### src/rtl/argmax_classifier.sv
// argmax_classifier: scans each GSRAM row and emits (row, class, max) per row.
// Optional runner-up/margin outputs are enabled with `define ARGMAX_TOP2_EN.
module argmax_classifier #(
    parameter int unsigned ROWS   = 10,
    parameter int unsigned COLS   = 10,
    parameter int unsigned DATA_W = 16,
    parameter int unsigned IDX_W  = 4
) (
    input  logic              clk,
    input  logic              reset,
    input  logic              start,
    output logic              gsram_rd_en,
    output logic [IDX_W-1:0]  gsram_addr_row,
    output logic [IDX_W-1:0]  gsram_addr_col,
    input  logic [DATA_W-1:0] gsram_rd_data,
    output logic              out_valid,
    input  logic              out_ready,
    output logic [IDX_W-1:0]  out_row,
    output logic [IDX_W-1:0]  out_class,
    output logic [DATA_W-1:0] out_max,
`ifdef ARGMAX_TOP2_EN
    output logic [IDX_W-1:0]  out_class2,
    output logic [DATA_W:0]   out_margin,
`endif
    output logic              busy,
    output logic              done
);

    localparam logic [2:0] S_IDLE  = 3'd0;
    localparam logic [2:0] S_READ  = 3'd1;
    localparam logic [2:0] S_DRAIN = 3'd2;
    localparam logic [2:0] S_EMIT  = 3'd3;
    localparam logic [2:0] S_FIN   = 3'd4;

    localparam logic signed [DATA_W-1:0] MAX_INIT = {1'b1, {(DATA_W-1){1'b0}}};
    localparam logic [IDX_W-1:0] LAST_ROW = IDX_W'(ROWS - 1);
    localparam logic [IDX_W-1:0] LAST_COL = IDX_W'(COLS - 1);

    logic [2:0]               state_q, state_d;
    logic [IDX_W-1:0]         row_q, row_d;
    logic [IDX_W-1:0]         col_q, col_d;
    logic signed [DATA_W-1:0] max_q, max_d;
    logic [IDX_W-1:0]         cls_q, cls_d;
    logic                     cmp_vld_q, cmp_vld_d;
    logic [IDX_W-1:0]         cmp_col_q, cmp_col_d;
    logic                     rd_en_q, rd_en_d;
    logic [IDX_W-1:0]         addr_row_q, addr_row_d;
    logic [IDX_W-1:0]         addr_col_q, addr_col_d;
    logic                     out_valid_q, out_valid_d;
    logic [IDX_W-1:0]         out_row_q, out_row_d;
    logic [IDX_W-1:0]         out_class_q, out_class_d;
    logic [DATA_W-1:0]        out_max_q, out_max_d;
    logic                     busy_q, busy_d;
    logic                     done_q, done_d;
`ifdef ARGMAX_TOP2_EN
    logic signed [DATA_W-1:0] sec_q, sec_d;
    logic [IDX_W-1:0]         cls2_q, cls2_d;
    logic [IDX_W-1:0]         out_class2_q, out_class2_d;
    logic [DATA_W:0]          out_margin_q, out_margin_d;
`endif

    logic signed [DATA_W-1:0] rd_s;
    assign rd_s = $signed(gsram_rd_data);

    // Next-state: fold returning read data into the running max, then advance the FSM
    always_comb begin
        state_d     = state_q;
        row_d       = row_q;
        col_d       = col_q;
        max_d       = max_q;
        cls_d       = cls_q;
        cmp_vld_d   = 1'b0;
        cmp_col_d   = cmp_col_q;
        rd_en_d     = 1'b0;
        addr_row_d  = '0;
        addr_col_d  = '0;
        out_valid_d = out_valid_q;
        out_row_d   = out_row_q;
        out_class_d = out_class_q;
        out_max_d   = out_max_q;
        busy_d      = busy_q;
        done_d      = 1'b0;
`ifdef ARGMAX_TOP2_EN
        sec_d        = sec_q;
        cls2_d       = cls2_q;
        out_class2_d = out_class2_q;
        out_margin_d = out_margin_q;
`endif

        // Column 0 seeds the row; later columns replace only on strictly greater
        if (cmp_vld_q) begin
            if (cmp_col_q == '0) begin
                max_d = rd_s;
                cls_d = '0;
`ifdef ARGMAX_TOP2_EN
                sec_d  = MAX_INIT;
                cls2_d = '0;
`endif
            end else if (rd_s > max_q) begin
`ifdef ARGMAX_TOP2_EN
                sec_d  = max_q;
                cls2_d = cls_q;
`endif
                max_d = rd_s;
                cls_d = cmp_col_q;
            end
`ifdef ARGMAX_TOP2_EN
            else if ((cmp_col_q == IDX_W'(1)) || (rd_s > sec_q)) begin
                sec_d  = rd_s;
                cls2_d = cmp_col_q;
            end
`endif
        end

        case (state_q)
            S_IDLE: begin
                if (start) begin
                    state_d = S_READ;
                    row_d   = '0;
                    col_d   = '0;
                    max_d   = MAX_INIT;
                    rd_en_d = 1'b1;
                    busy_d  = 1'b1;
                end
            end
            S_READ: begin
                cmp_vld_d = 1'b1;
                cmp_col_d = col_q;
                if (col_q == LAST_COL) begin
                    state_d = S_DRAIN;
                    col_d   = '0;
                end else begin
                    col_d      = col_q + IDX_W'(1);
                    rd_en_d    = 1'b1;
                    addr_row_d = row_q;
                    addr_col_d = col_q + IDX_W'(1);
                end
            end
            S_DRAIN: begin
                state_d     = S_EMIT;
                out_valid_d = 1'b1;
                out_row_d   = row_q;
                out_class_d = cls_d;
                out_max_d   = max_d;
`ifdef ARGMAX_TOP2_EN
                out_class2_d = cls2_d;
                out_margin_d = {max_d[DATA_W-1], max_d} - {sec_d[DATA_W-1], sec_d};
`endif
            end
            S_EMIT: begin
                if (out_ready) begin
                    out_valid_d = 1'b0;
                    out_row_d   = '0;
                    out_class_d = '0;
                    out_max_d   = '0;
`ifdef ARGMAX_TOP2_EN
                    out_class2_d = '0;
                    out_margin_d = '0;
`endif
                    if (row_q == LAST_ROW) begin
                        state_d = S_FIN;
                        done_d  = 1'b1;
                        busy_d  = 1'b0;
                    end else begin
                        state_d    = S_READ;
                        row_d      = row_q + IDX_W'(1);
                        col_d      = '0;
                        max_d      = MAX_INIT;
                        rd_en_d    = 1'b1;
                        addr_row_d = row_q + IDX_W'(1);
                    end
                end
            end
            S_FIN: begin
                state_d = S_IDLE;
            end
            default: begin
                state_d = S_IDLE;
            end
        endcase
    end

    // State and output registers, synchronous reset
    always_ff @(posedge clk) begin
        if (reset) begin
            state_q     <= S_IDLE;
            row_q       <= '0;
            col_q       <= '0;
            max_q       <= MAX_INIT;
            cls_q       <= '0;
            cmp_vld_q   <= 1'b0;
            cmp_col_q   <= '0;
            rd_en_q     <= 1'b0;
            addr_row_q  <= '0;
            addr_col_q  <= '0;
            out_valid_q <= 1'b0;
            out_row_q   <= '0;
            out_class_q <= '0;
            out_max_q   <= '0;
            busy_q      <= 1'b0;
            done_q      <= 1'b0;
`ifdef ARGMAX_TOP2_EN
            sec_q        <= MAX_INIT;
            cls2_q       <= '0;
            out_class2_q <= '0;
            out_margin_q <= '0;
`endif
        end else begin
            state_q     <= state_d;
            row_q       <= row_d;
            col_q       <= col_d;
            max_q       <= max_d;
            cls_q       <= cls_d;
            cmp_vld_q   <= cmp_vld_d;
            cmp_col_q   <= cmp_col_d;
            rd_en_q     <= rd_en_d;
            addr_row_q  <= addr_row_d;
            addr_col_q  <= addr_col_d;
            out_valid_q <= out_valid_d;
            out_row_q   <= out_row_d;
            out_class_q <= out_class_d;
            out_max_q   <= out_max_d;
            busy_q      <= busy_d;
            done_q      <= done_d;
`ifdef ARGMAX_TOP2_EN
            sec_q        <= sec_d;
            cls2_q       <= cls2_d;
            out_class2_q <= out_class2_d;
            out_margin_q <= out_margin_d;
`endif
        end
    end

    assign gsram_rd_en    = rd_en_q;
    assign gsram_addr_row = addr_row_q;
    assign gsram_addr_col = addr_col_q;
    assign out_valid      = out_valid_q;
    assign out_row        = out_row_q;
    assign out_class      = out_class_q;
    assign out_max        = out_max_q;
    assign busy           = busy_q;
    assign done           = done_q;
`ifdef ARGMAX_TOP2_EN
    assign out_class2     = out_class2_q;
    assign out_margin     = out_margin_q;
`endif

endmodule
### config.mk
export PLATFORM = sky130hd
export DESIGN_NAME = argmax_classifier
export DESIGN_NICKNAME = d
export VERILOG_FILES = /design/src/rtl/argmax_classifier.sv
export SDC_FILE = /design/constraint.sdc
export NUM_CORES = 1
export LEC_CHECK = 0
export BUFFER_PORTS_ARGS = -buffer_cell sky130_fd_sc_hd__buf_2
export CORE_MARGIN = 2
export CORE_UTILIZATION = 40
export DETAILED_ROUTE_END_ITERATION = 16
export GPL_ROUTABILITY_DRIVEN = 0
export SLEW_MARGIN = 20
export SYNTH_ARGS = -nofsm -noshare
export SYNTH_HDL_FRONTEND = slang
export SYNTH_SLANG_ARGS = --single-unit
### constraint.sdc
create_clock -name clk -period 3.1 [get_ports clk]
set_clock_uncertainty 0.1 [all_clocks]
set_input_delay 0.155 -clock clk [delete_from_list [all_inputs] [get_ports clk]]
set_output_delay 0.155 -clock clk [all_outputs]
set_load 0.05 [all_outputs]
---- After elaboration in Yosys (flattened, before gate mapping) ----
Cells that the tools add are included.
cells by class
  add/sub/neg operators ................... 2
  magnitude comparators ................... 1
  eq/ne operators ......................... 10
  multiplexer cells ....................... 45
  bitwise gates (word level) .............. 3
  reductions and logical operators ........ 12
operators with widths
  kind                                            count
  two-way mux 16 bit                              7
  case mux 16 bit (2 select lines)                2
  two-way mux 4 bit                               13
  case mux 4 bit (2 select lines)                 4
  > comparator 16 bit                             1
  two-way mux 3 bit                               4
  case mux 3 bit (4 select lines)                 1
  case mux 4 bit (3 select lines)                 1
  AND reduction 4 bit                             3
  two-way mux 1 bit                               10
  != test 2 bit (second input constant)           5
  adder 4 x 1 -> 4 bit (second input constant)    2
  == test 4 bit (second input constant)           2
  == test 3 x 2 -> 1 bit (second input constant)  2
  logical NOT 4 bit                               1
  case mux 1 bit (2 select lines)                 2
  nonzero test 2 bit                              2
  == test 3 x 1 -> 1 bit (second input constant)  1
  logical NOT 3 bit                               1
  NOT 1 bit                                       3
  case mux 1 bit (3 select lines)                 1
  AND reduction 3 bit                             1
  nonzero test 3 bit                              1
  OR reduction 3 bit                              1
  2 further kinds                                 2
storage, ports and cells
  register bits ........................... 72
  input port bits ......................... 20
  output and inout bits ................... 36

---- Depth between registers and ports, before layout ----
Gate-level depths: netlist (run 1).
  depth in word-level cells ............... 7
  depth in mapped cells ................... 11
  depth with buffers taken out ............ 8

---- Least setup slack after synthesis (run 1) ----
OpenSTA, ideal clock, no wires.
  kind .................................... reg-to-reg
  start point ............................. register max_q[15]
  end point ............................... register max_q[10]
  setup time .............................. 72 ps
  arrival time ............................ 2420 ps
  data required time ...................... 2928 ps
  path slack .............................. 509 ps
  stages on the path, launching flop included .. 12
  buffers on the path ..................... 3
  period minus slack after synthesis ...... 2591 ps
  path through ............................ dfxtp_1 > inv_1 > ha_1 > nand4_2 > nor2_2 > or3_4 > o41a_4 > buf_6 > a21boi_4 > buf_6 > buf_12 > mux2i_1
on the way
  longest elaborated chain between the ends .. 7
  elaborated cells on any way between the ends .. 8
  classes of those cells .................. order compare: 1; mux: 7
RTL lines
  what                                RTL line  text
  start, declared                     42        logic signed [DATA_W-1:0] max_q, max_d;
  start signal, assigned              212       max_q <= max_d;
  > comparator 16 bit *               99        end else if (rd_s > max_q) begin
  two-way mux 16 bit *                99
  two-way mux 16 bit *                92        if (cmp_col_q == '0) begin
  two-way mux 16 bit *                91        if (cmp_vld_q) begin
  two-way mux 16 bit                  160       if (row_q == LAST_ROW) begin
  two-way mux 16 bit                  151       if (out_ready) begin
  case mux 16 bit (2 select lines) *  115       case (state_q)
Every way passes the cells marked *; elsewhere a longest branch is shown, timed or not.
A chain may end at the register's enable or synchronous reset.

---- Worst setup path after layout (run 1) ----
  start point ............................. input gsram_rd_data[14]
  end point ............................... register out_max_q[15], in the netlist out_max[15]
on the way
  longest elaborated chain between the ends .. 5
RTL lines
  what                              RTL line  text
  start, declared                   15        input logic [DATA_W-1:0] gsram_rd_data,
  > comparator 16 bit               99
  two-way mux 16 bit                99
  two-way mux 16 bit                92
  two-way mux 16 bit                91
  case mux 16 bit (2 select lines)  115
  end signal, assigned              222       out_max_q <= out_max_d;
  end, declared                     52        logic [DATA_W-1:0] out_max_q, out_max_d;
Every way passes these cells.

==> out/qor.yml, run 1 <==
timing:
  timing.max_slew.rel_slack_pct: 50.2
  rsz0062_at_grt: "false"
  hold_viol_final: 0
  setup_viol: 0
  postLayoutSetupSlackWorst_ns: 0.211
  number_of_pins_with_negative_max_slew_slack_in_the_final_report: 0
  tightestPinTransition_ns: 0.741
  fin_crit_ns: 2.89
  final_min_period_over_clock_period_pct: 93.2
  fin_setup_tns_ns: 0
  max_clock_freq_ghz: 0.346
logic_synthesis:
  dominantRegCellSynth: "sky130_fd_sc_hd__dfxtp_1"
  synth_top_cells_by_area: "sky130_fd_sc_hd__dfxtp_1, sky130_fd_sc_hd__nand2_1, sky130_fd_sc_hd__ha_1"
  synthesis.area_mm2: 0.00350
  cells_after_synth: 414
  synth-seq-area-share_pct: 41.2
  synth_seq_cells: 72
  yosys_warnings: 0
  async_reset_ff_share_pct: 0
  postSynthAreaPerCell_um2: 8.46
  synth.distinct_cells: 52
  synth-edff-count: 0
  yosys.area.top_type: "sky130_fd_sc_hd__dfxtp_1"
  postSynthNetCount: 452
  netlist.area_leader.share_pct: 41.2
critical_path:
  timing.setup.critical_path_class: "input pin to flop"
  critPathLaunchType: "input pin"
  worst_ep_arrival_ns: 3.01
  setup.worst_path.end_class: "flop"
  critical_path_required_ns: 3.22
  crit_fanout: 16
global_routing:
  overflow: 0
  grt_start_max_net_pins: 32
  antenna_found_initial: 0
  first_pass_grt_wire_length_um: 13800
  globalRouteTotalUtil_pct: 17.6
  grt_pass1_vias: 3043
pwr:
  seq_power_share_pct: 45.8
  switching_power_mw: 0.689
  power_leakage_nw: 1.85
  clkPwrFrac_pct: 34.9
  switching_share_pct: 31.5
  total_power_mw: 2.18
  internal_power_mw: 1.50
  powerDensity_mw_per_mm2: 516
  irDropWorstVdd_mv: 0.356
  power_frac_comb_pct: 19.3
run_status:
  status: "complete, no violations"
placed_design:
  place_worst_setup_slack_ns: 0.295
  placed_area_mm2: 0.00387
  place_hpwl_um: 5480
  portBuffers: 55
floorplan:
  placementRows: 34
  core_area_mm2: 0.00859
  fp.dieArea_mm2: 0.00952
  design.portCount: 56
  die_w_um: 97.6
  floorplan.die.height_um: 97.6
  initial_utilization_pct: 40.7
cts:
  tritoncts.num_buffers: 9
  clockRootBuffer: "sky130_fd_sc_hd__clkbuf_8"
  insertion_delay_ns: 0.35
  post_cts_setup_buffers: 0
  cts.reportedPaths.clkPinSlew_ns: 0.08
  clock_sinks: 72
  h-tree-depth: 3
  tritoncts: "done"
  clock_path_buffers: 2
layout:
  drive_above_1_share_pct: 18.7
  post-route-cell-area_mm2: 0.00423
  final.fill_count: 863
  antenna_cells: 0
  final_net_count: 520
  areaGrowthSynthToFinish_pct: 20.9
routing:
  remaining_drc_errors: 0
  vias_per_cell: 5.12
  route.detailed.wl_per_inst_um: 13.4
  route.final.wire_length_um: 7980
  antenna_left: 0
  detail_route.iter0.violations: 99
  drt_pre_antenna_iters: 4
  via_count: 3048
hold_path:
  worst_hold_path_type: "input pin to flop"
job:
  maxCapViolations: 0
==> layout by cell type (no fill, tap or decap), drive strengths merged, types with 5 or more instances in the layout <==
cell and count:
a21oi 28, a22o 5, and2 6, buf 63, clkbuf 9, dfxtp 72
dlygate4sd3 16, ha 18, inv 40, mux2i 15, nand2 85, nand3 10
nor2 23, nor3 10, o211ai 7, o221ai 16, or3 5
==> critical path: stages <==
cell	delay (ns)
sky130_fd_sc_hd__dlygate4sd3_1	0.54
sky130_fd_sc_hd__buf_2	0.15
sky130_fd_sc_hd__ha_1	0.32
sky130_fd_sc_hd__nand4_2	0.15
sky130_fd_sc_hd__nor2_2	0.06
sky130_fd_sc_hd__or3_4	0.37
sky130_fd_sc_hd__o41a_4	0.58
sky130_fd_sc_hd__a31oi_4	0.49
sky130_fd_sc_hd__o221ai_1	0.18
==> synth_stat cells, types with 3 or more instances <==
cell / count
sky130_fd_sc_hd__a21o_1: 3
sky130_fd_sc_hd__a21oi_1: 27
sky130_fd_sc_hd__a22o_1: 5
sky130_fd_sc_hd__a22oi_1: 4
sky130_fd_sc_hd__a311o_1: 3
sky130_fd_sc_hd__and2_1: 6
sky130_fd_sc_hd__and3_1: 3
sky130_fd_sc_hd__clkbuf_1: 17
sky130_fd_sc_hd__dfxtp_1: 72
sky130_fd_sc_hd__ha_1: 18
sky130_fd_sc_hd__inv_1: 38
sky130_fd_sc_hd__mux2i_1: 15
sky130_fd_sc_hd__nand2_1: 85
sky130_fd_sc_hd__nand3_1: 10
sky130_fd_sc_hd__nor2_1: 21
sky130_fd_sc_hd__nor2b_1: 4
sky130_fd_sc_hd__nor3_1: 10
sky130_fd_sc_hd__nor3b_1: 3
sky130_fd_sc_hd__nor4_1: 3
sky130_fd_sc_hd__o211ai_1: 7
sky130_fd_sc_hd__o21ai_0: 4
sky130_fd_sc_hd__o221ai_1: 16
sky130_fd_sc_hd__or3_1: 4
==> area by class of cell <==
| cell class | count | area [um^2] | area share, % |
|---|---|---|---|
| Clock buffer | 9 | 124 | 2.93 |
| Sequential cell | 72 | 1440 | 34.0 |
| Inverter | 38 | 143 | 3.37 |
| Timing Repair Buffer | 79 | 508 | 12.0 |
| Tap cell | 108 | 135 | 3.19 |
| Clock inverter | 7 | 80.1 | 1.89 |
| Multi-Input combinational cell | 282 | 1800 | 42.6 |
==> state kept, by name, indices dropped and copies added, names as in the netlist <==
register        cells
gsram_rd_en         1
out_valid           1
max_q              16
gsram_addr_row      4
cls_q               4
out_max            16
out_row             4
state_q             3
col_q               4
busy                1
cmp_col_q           4
done                1
cmp_vld_q           1
row_q               4
gsram_addr_col      4
out_class           4
==> power groups by stage <==
stage | Combinational, mW | Sequential (mW) | Clock, mW
after global routing | 0.472 | 1.01 | 0.835
after CTS | 0.428 | 0.999 | 0.789
after global placement | 0.402 | 1.02 | 0
final | 0.423 | 1.00 | 0.762
after detailed placement | 0.410 | 1.02 | 0
after floorplan | 0.268 | 1.06 | 0
==> per-stage QoR <==
step                hold slack, ns  util, %  std cells
global placement             0.313     45.0        563
floorplan                    0.194        -        414
detailed placement           0.332     45.0        563
finish                      0.0517     49.3        595
global route                0.0487     49.3        595
CTS                         0.0467     49.3        595
==> cells by family after synthesis <==
kind of cell | Yosys count | synth area share [%]
adders and majority gates | 18 | 6.43
DFF | 72 | 41.2
buffers and inverters | 60 | 7.40
muxes | 15 | 4.29
AOI/OAI and AO/OA | 86 | 18.9
xor gates and xnor gates | 1 | 0.250
and+or+nand+nor | 162 | 21.5
==> path summary, 6_finish.rpt <==
kind | slack (ns) | cells after the start | endpoint | start
setup / recovery | 0.21 | 9 | out_max[15] | gsram_rd_data[14]
hold / removal | 0.05 | 3 | max_q[15] | gsram_rd_data[15]
setup reg to reg | 0.33 | 8 | out_max[15] | max_q[11]
hold reg to reg | 0.36 | 2 | out_max[5] | out_max[5]
==> layer usage <==
metal / GRT usage [%] / share of wire (%) / routed length (um) / up-vias
met5: 0 / 0 / 0 / -
met4: 6.52 / 0.95 / 76 / 0
met3: 4.46 / 4.2 / 332 / 7
met2: 30.2 / 50 / 3950 / 66
met1: 21.3 / 45 / 3620 / 1397
li1: - / - / - / 1578
==> timing repair <==
| item | CTS | global route |
|---|---|---|
| gates resized for setup | 0 | 0 |
| endpoints found under the hold margin | 16 | 0 |
| hold buffers | 16 | 0 |
(Power assumes the default switching activity.)
==> run 2, diff against run 1 <==
--- a/config.mk
+++ b/config.mk
@@ -5,11 +5,13 @@
 export SDC_FILE = /design/constraint.sdc
 export NUM_CORES = 1
 export LEC_CHECK = 0
-export BUFFER_PORTS_ARGS = -buffer_cell sky130_fd_sc_hd__buf_2
+export CAP_MARGIN = 10
 export CORE_MARGIN = 2
 export CORE_UTILIZATION = 40
 export DETAILED_ROUTE_END_ITERATION = 16
+export DONT_BUFFER_PORTS = 1
 export GPL_ROUTABILITY_DRIVEN = 0
+export SKIP_CTS_REPAIR_TIMING = 1
 export SLEW_MARGIN = 20
 export SYNTH_ARGS = -nofsm -noshare
 export SYNTH_HDL_FRONTEND = slang
==> run 2 against run 1 <==
Count of clock-buffer cells in the layout unchanged. Sequential share of layout area is 2.4 points higher. Cell count decreased by 8.6%. Register-to-register slack got worse by 0.04 ns. Routed wire length increased by 0.35%. Hold slack worse by 0.036 ns. Power decreased by 5.4%. Combinational power shrank 21%. Sequential cell count stayed put. Critical path type is now flop to flop.
==> out/qor.yml, run 2 (synthesis gave the netlist of run 1 again) <==
timing:
  hold_viol_final: 0
  postLayoutSetupSlackWorst_ns: 0.295
  timing.max_slew.rel_slack_pct: 41.0
  tightestPinTransition_ns: 0.883
  max_clock_freq_ghz: 0.356
  rsz0062_at_grt: "false"
  final_min_period_over_clock_period_pct: 90.5
  fin_setup_tns_ns: 0
  fin_crit_ns: 2.81
  setup_viol: 0
  number_of_pins_with_negative_max_slew_slack_in_the_final_report: 0
routing:
  route.detailed.wl_per_inst_um: 14.7
  drt_pre_antenna_iters: 5
  detail_route.iter0.violations: 118
  route.final.wire_length_um: 8000
  vias_per_cell: 5.29
  antenna_left: 0
  remaining_drc_errors: 0
  via_count: 2878
placed_design:
  dpl.cell_count: 509
  place_hpwl_um: 5360
  place_worst_setup_slack_ns: 0.306
  portBuffers: 0
pwr:
  power_leakage_nw: 1.58
  total_power_mw: 2.07
  powerDensity_mw_per_mm2: 522
  irDropWorstVdd_mv: 0.270
global_routing:
  globalRouteTotalUtil_pct: 16.6
  antenna_found_initial: 0
  overflow: 0
  grt_pass1_vias: 2697
  first_pass_grt_wire_length_um: 12800
  grt_start_max_net_pins: 32
floorplan:
  die_w_um: 97.6
  fp.dieArea_mm2: 0.00952
  placementRows: 34
  design.portCount: 56
  core_area_mm2: 0.00859
  floorplan.die.height_um: 97.6
  initial_utilization_pct: 40.7
layout:
  instances_no_fill: 544
  mostFrequentLayoutCell: "sky130_fd_sc_hd__nand2_1"
  layout.area.seq_mm2: 0.00144
  final.fill_count: 837
  multi_input_comb_area_mm2: 0.00180
  finalCoreUtilization_pct: 46.1
  layout_common_cells: "sky130_fd_sc_hd__nand2_1, sky130_fd_sc_hd__dfxtp_1, sky130_fd_sc_hd__inv_1, sky130_fd_sc_hd__a21oi_1, sky130_fd_sc_hd__nor2_1"
  final_net_count: 469
  antenna_cells: 0
  drive_above_1_share_pct: 8.49
  areaGrowthSynthToFinish_pct: 13.1
critical_path:
  critical_path.slowest_cell: "sky130_fd_sc_hd__o41a_4"
  crit_fanout: 16
  cp_buf_inv_count: 1
  family_with_the_most_delay_on_the_worst_path: "compound AO/OA/AOI/OAI gates"
  crit_chain: "inv_1 -> ha_1 -> nand4_2 -> nor2_2 -> or3_4 -> o41a_4 -> a31oi_4 -> o221ai_1"
  critPathLaunchType: "flop"
  worst_ep_arrival_ns: 2.92
  critical_path_required_ns: 3.21
  timing.setup.critical_path_class: "flop to flop"
  crit_path_max_incr_delay_ns: 0.58
  setup.worst_path.end_class: "flop"
hold_path:
  worst_hold_path_type: "input pin to flop"
cts:
  insertion_delay_ns: 0.36
  tritoncts: "done"
  cts.reportedPaths.clkPinSlew_ns: 0.09
  clock_path_buffers: 2
  tritoncts.num_buffers: 9
  clockRootBuffer: "sky130_fd_sc_hd__clkbuf_8"
  h-tree-depth: 3
  clock_sinks: 72
job:
  maxCapViolations: 0
run_status:
  status: "complete, no violations"
run 2: cell count changes in the layout (fill, tap and decap cells not counted):
cell                            before  now
sky130_fd_sc_hd__buf_2              55    0
sky130_fd_sc_hd__dlygate4sd3_1      16   19
sky130_fd_sc_hd__buf_4               7    9
sky130_fd_sc_hd__buf_12              1    0
sky130_fd_sc_hd__bufinv_16           1    0
sky130_fd_sc_hd__clkinv_2            0    1
run 2: where the power goes:
part	switching [mW]	internal, mW	total, mW
clock	0.379	0.297	0.676
combinational	0.200	0.134	0.334
sequential	0.0938	0.963	1.06
run 2: stage by stage:
step | cell area (um^2) | hold slack [ns]
final | 3960 | 0.0161
after detailed placement | 3590 | 0.130
after global routing | 3960 | 0.0213
after global placement | 3590 | 0.128
after CTS | 3770 | -0.265
after floorplan | 3500 | 0.194
run 2: layout make-up:
| cell class | count | area share (%) |
|---|---|---|
| Inverter | 38 | 3.60 |
| Sequential cell | 72 | 36.4 |
| Clock buffer | 9 | 3.13 |
| Timing Repair Buffer | 28 | 6.51 |
| Tap cell | 108 | 3.41 |
| Clock inverter | 7 | 1.39 |
| Multi-Input combinational cell | 282 | 45.5 |
run 2: final timing paths:
path	from	to	slack (ns)	cells past startpoint
hold / removal	reset	gsram_addr_row[1]	0.02	2
hold reg to reg	max_q[14]	max_q[14]	0.38	2
setup / recovery	max_q[15]	out_max[6]	0.29	8
setup reg to reg	max_q[15]	out_max[6]	0.29	8
run 2: worst reg2reg max path: cells and delay by family, from the launching register on:
kind,cells,cell delay (ns)
adder cells (fa/ha/maj),1,0.30
buffers and inverters,1,0.05
flip-flops,1,0.35
AO/OA/AOI/OAI,3,1.27
AND/OR/NAND/NOR,3,0.59
run 2: metal layers:
metal  up-vias  track usage [%]  wire, um
li1       1481                -         -
met1      1318             20.3      3530
met2        71             28.4      4010
met3         8             4.46       387
met4         0             5.56        79
met5         -                0         0
==> run 3, diff against run 2 <==
--- a/config.mk
+++ b/config.mk
@@ -5,12 +5,15 @@
 export SDC_FILE = /design/constraint.sdc
 export NUM_CORES = 1
 export LEC_CHECK = 0
+export BUFFER_PORTS_ARGS = -buffer_cell sky130_fd_sc_hd__buf_2
 export CAP_MARGIN = 10
+export CELL_PAD_IN_SITES_DETAIL_PLACEMENT = 2
+export CELL_PAD_IN_SITES_GLOBAL_PLACEMENT = 2
 export CORE_MARGIN = 2
-export CORE_UTILIZATION = 40
+export CORE_UTILIZATION = 33
 export DETAILED_ROUTE_END_ITERATION = 16
-export DONT_BUFFER_PORTS = 1
 export GPL_ROUTABILITY_DRIVEN = 0
+export PLACE_DENSITY_LB_ADDON = 0.1
 export SKIP_CTS_REPAIR_TIMING = 1
 export SLEW_MARGIN = 20
 export SYNTH_ARGS = -nofsm -noshare
==> run 3 against run 2 <==
The run now ends with hold timing left. Routed wire length increased by 28%. Count of clock-buffer cells in the layout increased by 3. Combinational power increased by 31%. Critical endpoint is now out_max[8]. Largest cell class unchanged.
==> out/qor.yml, run 3 (synthesis gave the netlist of run 1 again) <==
run_status:
  status: "complete, but fails checks"
  violations_in_the_final_reports: "hold timing"
cts:
  h-tree-depth: 3
  insertion_delay_ns: 0.35
  clock_path_buffers: 2
  tritoncts.num_buffers: 9
  clock_sinks: 72
  clockRootBuffer: "sky130_fd_sc_hd__clkbuf_8"
  cts.reportedPaths.clkPinSlew_ns: 0.07
  tritoncts: "done"
layout:
  areaGrowthSynthToFinish_pct: 22.1
  final.fill_count: 1216
  antenna_cells: 0
  layout_common_cells: "sky130_fd_sc_hd__nand2_1, sky130_fd_sc_hd__dfxtp_1, sky130_fd_sc_hd__buf_2, sky130_fd_sc_hd__inv_1, sky130_fd_sc_hd__a21oi_1"
  drive_above_1_share_pct: 19.1
  mostFrequentLayoutCell: "sky130_fd_sc_hd__nand2_1"
  instances_no_fill: 622
  finalCoreUtilization_pct: 41.4
  final_net_count: 520
timing:
  hold_viol_final: 4
  fin_setup_tns_ns: 0
  number_of_pins_with_negative_max_slew_slack_in_the_final_report: 0
  tightestPinTransition_ns: 0.707
  fin_crit_ns: 2.91
  max_clock_freq_ghz: 0.343
  fin_hold_ws_ns: -0.0175
  setup_viol: 0
  timing.max_slew.rel_slack_pct: 52.5
  final_min_period_over_clock_period_pct: 94.0
critical_path:
  timing.setup.critical_path_class: "input pin to flop"
  family_with_the_most_delay_on_the_worst_path: "simple AND/OR/NAND/NOR gates"
  crit_path_max_incr_delay_ns: 0.53
  critical_path_required_ns: 3.22
  rr_startpoint: "max_q[14]"
  critical_path.startpoint: "gsram_rd_data[12]"
  r2r_setup_slack_ns: 0.24
  critPathLaunchType: "input pin"
  worst_ep_arrival_ns: 3.03
  crit_fanout: 8
  setup.worst_path.end_class: "flop"
  cp_buf_inv_count: 3
  crit_chain: "dlygate4sd3_1 -> buf_2 -> ha_1 -> nand4_2 -> nor4_2 -> a21boi_2 -> o41ai_2 -> nor2_2 -> buf_4 -> o221ai_1"
  critical_path.slowest_cell: "sky130_fd_sc_hd__dlygate4sd3_1"
hold_path:
  timing.hold.worst.start: "gsram_rd_data[9]"
  worst_hold_path_type: "input pin to flop"
routing:
  detail_route.iter0.violations: 111
  vias_per_cell: 5.16
  drt_pre_antenna_iters: 4
  via_count: 3212
  remaining_drc_errors: 0
  route.detailed.wl_per_inst_um: 16.4
  route.final.wire_length_um: 10200
  antenna_left: 0
global_routing:
  antenna_found_initial: 0
  globalRouteTotalUtil_pct: 18.9
  grt_pass1_vias: 3339
  first_pass_grt_wire_length_um: 16800
  overflow: 0
  grt_start_max_net_pins: 32
floorplan:
  initial_utilization_pct: 33.9
  fp.dieArea_mm2: 0.0114
  placementRows: 37
  core_area_mm2: 0.0103
  die_w_um: 107
  design.portCount: 56
  floorplan.die.height_um: 107
pwr:
  total_power_mw: 2.29
  irDropWorstVdd_mv: 0.202
  power_leakage_nw: 1.87
  powerDensity_mw_per_mm2: 535
placed_design:
  portBuffers: 55
  place_hpwl_um: 7340
  dpl.cell_count: 595
job:
  maxCapViolations: 0
[run 3: area by class of cell]
class	instances	area (um^2)	area share, %
clock buffer	12	155	3.63
clock inverter	3	65.1	1.52
inverter	38	143	3.34
multi-input combinational	282	1800	42.2
sequential	72	1440	33.7
tap	136	170	3.98
timing repair buffer	79	498	11.6
[run 3: per-stage QoR]
step | setup slack [ns] | instance area [um^2]
3_3_place_gp | 0.354 | 3940
3_5_place_dp | 0.174 | 3940
4_1_cts | 0.139 | 4160
6_report | 0.187 | 4280
5_1_grt | -0.00654 | 4280
2_1_floorplan | 0.509 | 3500
[run 3: worst register-to-register path: cells and delay by family (launching register included)]
kind                       cells  cell delay (ns)
DFF                            1             0.35
AOI/OAI and AO/OA              3             0.65
buffers and inverters          2             0.29
adders and majority gates      1             0.31
and+or+nand+nor                3             1.00
[run 3: worst paths after layout]
kind / endpoint / cells after the start
hold / removal: max_q[9] / 3
setup reg to reg: out_max[8] / 9
hold reg to reg: out_max[11] / 2
setup / recovery: out_max[8] / 10
[run 3: layer usage]
layer  share of wire, %  track usage (%)
met1                 46             22.5
met2                 51             33.8
met3                2.1             2.61
met4                1.5             8.07
met5                  0                0
[run 3: where the power goes]
part           switching (mW)  internal [mW]
logic                   0.286          0.150
clock network           0.355          0.492
registers              0.0399          0.963
